`src/rtl/reg_file_wb.sv`:
```
// Write-back register file: two combinational read ports, one 32-bit write port.
// A 64-bit product write (MD=3) is split over two edges, with busy raised for the upper word.
module reg_file_wb #(
    parameter int unsigned WORD   = 32,
    parameter int unsigned AW     = 5,
    parameter bit          BYPASS = 1'b1
) (
    input  logic                clk,
    input  logic                rst_n,
    input  logic                RW,
    input  logic [1:0]          MD,
    input  logic [AW-1:0]       DA,
    input  logic [AW-1:0]       AA,
    input  logic [AW-1:0]       BA,
    input  logic [2*WORD-1:0]   Bus_D,
    output logic [WORD-1:0]     A_data,
    output logic [WORD-1:0]     B_data,
    output logic                busy
);

    localparam int unsigned NREG = 2 ** AW;

    typedef enum logic {StIdle, StHi} state_e;

    state_e          state;
    logic [WORD-1:0] regs [NREG];
    logic [WORD-1:0] hi_word;
    logic [AW-1:0]   hi_addr;

    logic            wr_en;
    logic [AW-1:0]   wr_addr;
    logic [WORD-1:0] wr_data;

    // The single physical write port; address 0 is never written so R0 stays zero.
    always_comb begin
        wr_en   = 1'b0;
        wr_addr = DA;
        wr_data = Bus_D[WORD-1:0];
        if (state == StHi) begin
            wr_en   = (hi_addr != '0);
            wr_addr = hi_addr;
            wr_data = hi_word;
        end else begin
            wr_en   = RW && (DA != '0);
        end
    end

    always_ff @(posedge clk or negedge rst_n) begin
        if (!rst_n) begin
            state   <= StIdle;
            hi_word <= '0;
            hi_addr <= '0;
            for (int i = 0; i < NREG; i++) begin
                regs[i] <= '0;
            end
        end else begin
            if (wr_en) begin
                regs[wr_addr] <= wr_data;
            end
            case (state)
                StIdle: begin
                    if (RW && (MD == 2'd3)) begin
                        hi_word <= Bus_D[2*WORD-1:WORD];
                        hi_addr <= DA + AW'(1);
                        state   <= StHi;
                    end
                end
                StHi: begin
                    // Inputs are held upstream during this cycle and are not re-executed.
                    state <= StIdle;
                end
            endcase
        end
    end

    assign busy   = (state == StHi);
    assign A_data = (BYPASS && wr_en && (AA == wr_addr)) ? wr_data : regs[AA];
    assign B_data = (BYPASS && wr_en && (BA == wr_addr)) ? wr_data : regs[BA];

endmodule

```
`config.mk`:
```
export PLATFORM = sky130hd
export DESIGN_NAME = reg_file_wb
export DESIGN_NICKNAME = d
export VERILOG_FILES = /design/src/rtl/reg_file_wb.sv
export SDC_FILE = /design/constraint.sdc
export NUM_CORES = 2
export LEC_CHECK = 0
export ABC_AREA = 1
export CAP_MARGIN = 0
export CORE_MARGIN = 3
export CORE_UTILIZATION = 45
export CTS_CLUSTER_DIAMETER = 80
export DETAILED_ROUTE_END_ITERATION = 12
export PLACE_DENSITY = 0.6
export REMOVE_ABC_BUFFERS = 1
export SLEW_MARGIN = 25
export SYNTH_ARGS = -nofsm -noshare
export SYNTH_HDL_FRONTEND = slang
export SYNTH_SLANG_ARGS = --single-unit
```
`constraint.sdc`:
```
create_clock -name clk -period 6.25 [get_ports clk]
set_input_delay 1.25 -clock clk [delete_from_list [all_inputs] [get_ports clk]]
set_output_delay 1.25 -clock clk [all_outputs]
set_load 0.03 [all_outputs]
```
==> results.tsv <==
stage	metric	value	unit
outcome	outcome	finished clean	
synth	synth top area cells	dfrtp_1, nand2_1, nand3_1, o21ai_0, clkbuf_1	
sta	Worst-Margin Slew	1.14	ns
route	TritonRoute pass-1 iters	7	
worst_setup_path	path depth of the worst reg2reg path	10	
die	Cell Rows	133	
synth	Cells after Synth	8899	
route	Vias/cell	5.91	
synth	Synth area leader	dfrtp_1	
global_route	total congestion overflow	0	
synth	Synth Area in Simple Gates	0.404	
die	Die Y	371	um
worst_setup_path	crit path cell chain	inv_2, nand2_1, o21ai_4, nand2_1, nand2_1, nand2_1, nor2_1, nand2_2, inv_2, buf_4, nand2_1, nand2_1, buf_12	
sta	Max-Slew Margin vs Limit	0.239	
synth	post-synthesis compound-gate area fraction	0.0882	
route	Via Count	61400	
worst_setup_path	CP max-delay cell	inv_2	
sta	Setup Skew	0.0275	ns
synth	mean area per synthesized cell	6.72	sq um
place	Buffers on Ports	148	
route	Detail Route Antenna Nets	0	
clocking	CTS Buffer Depth	3	
sta	setup_tns	0	ns
worst_setup_path	CP Capture Type	output port	
place	hpwl dp	125	mm
worst_setup_path	critical path depth	13	
sta	worst setup margin	0.699	ns
synth	Post-synth ARST share	1.00	
synth	top_reg_cell synth	dfrtp_1	
clocking	CTS resizes	0	
synth	number of synthesized flops with an enable pin	0	
place	dpl ws	0.875	ns
route	Routed WL per cell	23.7	um
synth	post-synth top area share	0.444	
sta	Tcrit/Tclk final	0.888	
cells_and_area	Syn-to-layout area delta	11.8	%
cells_and_area	final cell count without fillers	10400	
global_route	initial antenna violation count	6	
die	initial core utilization	0.454	
worst_setup_path	worst r2r src	busy	
clocking	CTS Buf Count	132	
cells_and_area	share of post-route cells with drive strength above 1	0.0533	
sta	max-slew violation count	0	
clocking	clk_lat worst skew	0.79	ns
synth	Synth cell types	26	
clocking	Clock H-tree levels	4	
global_route	largest net degree at the start of global routing	155	
worst_setup_path	delay of the slowest critical-path stage	0.72	ns
worst_setup_path	most used cell along the critical path	nand2_1	
sta	final setup fails	0	
synth	post-synthesis cell area	59800	sq um
cells_and_area	Multi-input gate area	29800	sq um
synth	xor-xnor portion of the synthesized cell area	0.000878	
synth	number of synthesized register bits	1062	
sta	final hold vios	0	
power_and_ir_drop	worst vdd ir	0.000187	V
die	placeable core region	132000	sq um
worst_setup_path	slack of the worst reg-to-reg path	2.05	ns
place	GPL Wtd Cong	0.840	
sta	fmax	180	MHz
power_and_ir_drop	PwrDens	352	nW/um^2
synth	register area share after synthesis	0.444	
die	die outline width	371	um
synth	yosys warns	0	
worst_setup_path	Critical Path Source	busy	
clocking	CTS tree	yes	
run	# Max-Cap Violations	0	
worst_setup_path	Req. time, crit path	5.00	ns
clocking	Clock Tree Root	clkbuf_16	
global_route	Tot GR Track Use	0.353	
global_route	vias in the first global route	57200	
clocking	Clock transition at path regs	0.06	ns
worst_setup_path	reg-to-reg endpoint	regs[603]	
synth	Synth Area in Adders	0.000418	
worst_setup_path	cell family with most CP delay	buffers and inverters	
global_route	global-route wire length before repair	369	mm
worst_setup_path	Critical Path Sink	A_data[18]	
min_path	Hold WC Path Type	flop to flop	
clocking	CTS sink cnt	1062	
min_path	hold depth	2	
route	final wirelength	246	mm
worst_setup_path	Worst setup SP type	flop	
synth	post-synthesis mux area share	0	
cells_and_area	Fillers	13100	
power_and_ir_drop	Leakage	31.9	nW
cells_and_area	Storage cell area	26600	sq um
worst_setup_path	Crit Path Category	flop to output port	
clocking	# hold bufs at CTS	0	
sta	crit path time final	5.55	ns
cells_and_area	NumNets Final	8613	
clocking	Post-CTS Setup Inserts	0	
worst_setup_path	crit-path max FO	26	
place	Cells after DPL	10100	
sta	unrepaired setup endpoints after global routing	false	
synth	main combinational cell family by area after synthesis	simple AND/OR/NAND/NOR gates	
worst_setup_path	WP data arrival	4.30	ns
route	initial DRC count	8286	
die	DIE AREA	137000	sq um
die	I/O pin cnt	149	
route	DRC	0	
worst_setup_path	crit path buf inv count	4	
-- area by class of cell --
| cell class | count | area share |
|---|---|---|
| antenna | 8 | 0.000299 |
| clock buffer | 191 | 0.0574 |
| clock inverter | 46 | 0.00591 |
| inverter | 171 | 0.0103 |
| multi-input combinational | 6904 | 0.446 |
| sequential | 1062 | 0.397 |
| tap | 1755 | 0.0328 |
| timing repair buffer | 256 | 0.0500 |
-- cell usage after synthesis (2+ instances only) --
cell type / n
nand2_1: 4088
nand3_1: 1676
nor2_2: 5
nor2_1: 52
nor2_4: 2
o21ai_1: 427
clkinv_1: 2
o21ai_0: 612
ha_1: 2
o21ai_2: 3
buf_2: 144
nand2_2: 22
buf_1: 35
nand3_2: 3
buf_6: 3
xor2_1: 5
inv_1: 161
inv_2: 8
o21ai_4: 3
clkbuf_1: 579
dfrtp_1: 1062
-- kinds of logic (layout without fill, tap and decap cells) --
logic type,Yosys count,count (layout)
flops,1062,1062
xor+xnor,6,6
compound gates,1045,1045
simple gates,5851,5851
other cells,0,8
buf+inv,933,664
fa+ha+maj,2,2
-- cells in the final DEF, fill, tap and decap left out, drive strengths merged --
cell / count
ha: 2
inv: 176
nor2: 59
clkinv: 35
o21ai: 1045
buf: 183
xor2: 5
nand4: 1
and2: 1
clkbuf: 191
nand2: 4110
clkdlybuf4s50: 73
dfrtp: 1062
xnor2: 1
nor3: 1
diode: 8
bufinv: 3
nand3: 1679
clkinvlp: 3
-- power by group --
part / internal (mW) / switching (mW) / total, mW
combinational: 2.20 / 3.44 / 5.65
sequential: 8.80 / 1.49 / 10.3
clock: 4.40 / 3.19 / 7.59
total: 15.4 / 8.13 / 23.5
-- how the worst min path moves through the flow --
stage,start,endpoint,slack (ns)
floorplan,hi_word[0],hi_word[0],0.45
global placement,hi_word[11],hi_word[11],0.46
detailed placement,hi_word[3],hi_word[3],0.47
CTS,hi_word[8],hi_word[8],0.48
global route,hi_word[8],hi_word[8],0.49
finish,hi_word[30],hi_word[30],0.48
-- sequential cells by signal (all words and copies together) (netlist names) --
name / count
hi_word: 32
hi_addr: 5
regs: 1024
busy: 1
-- worst min-delay path, delay by kind of cell (launching register included) --
family           cells  cell delay (ns)
and+or+nand+nor      2             0.11
DFF                  1             0.34
-- stage by stage --
stage | area (sq um) | hold WS, ns | utilization | total power [mW]
global route | 66900 | 0.486 | 0.507 | 24.9
global placement | 62500 | 0.461 | 0.475 | 15.7
CTS | 66900 | 0.481 | 0.507 | 23.5
floorplan | 56800 | 0.449 | - | 13.8
finish | 66900 | 0.476 | 0.508 | 23.5
detailed placement | 62600 | 0.465 | 0.475 | 15.9
-- per-layer routing --
layer / share of wire / GRT usage / vias to the layer above
met3: 0.11 / 0.0875 / 747
li1: - / - / 28100
met2: 0.43 / 0.528 / 3595
met4: 0.057 / 0.192 / 0
met5: 0 / 0 / -
met1: 0.40 / 0.469 / 29000
(Power assumes the default switching activity.)
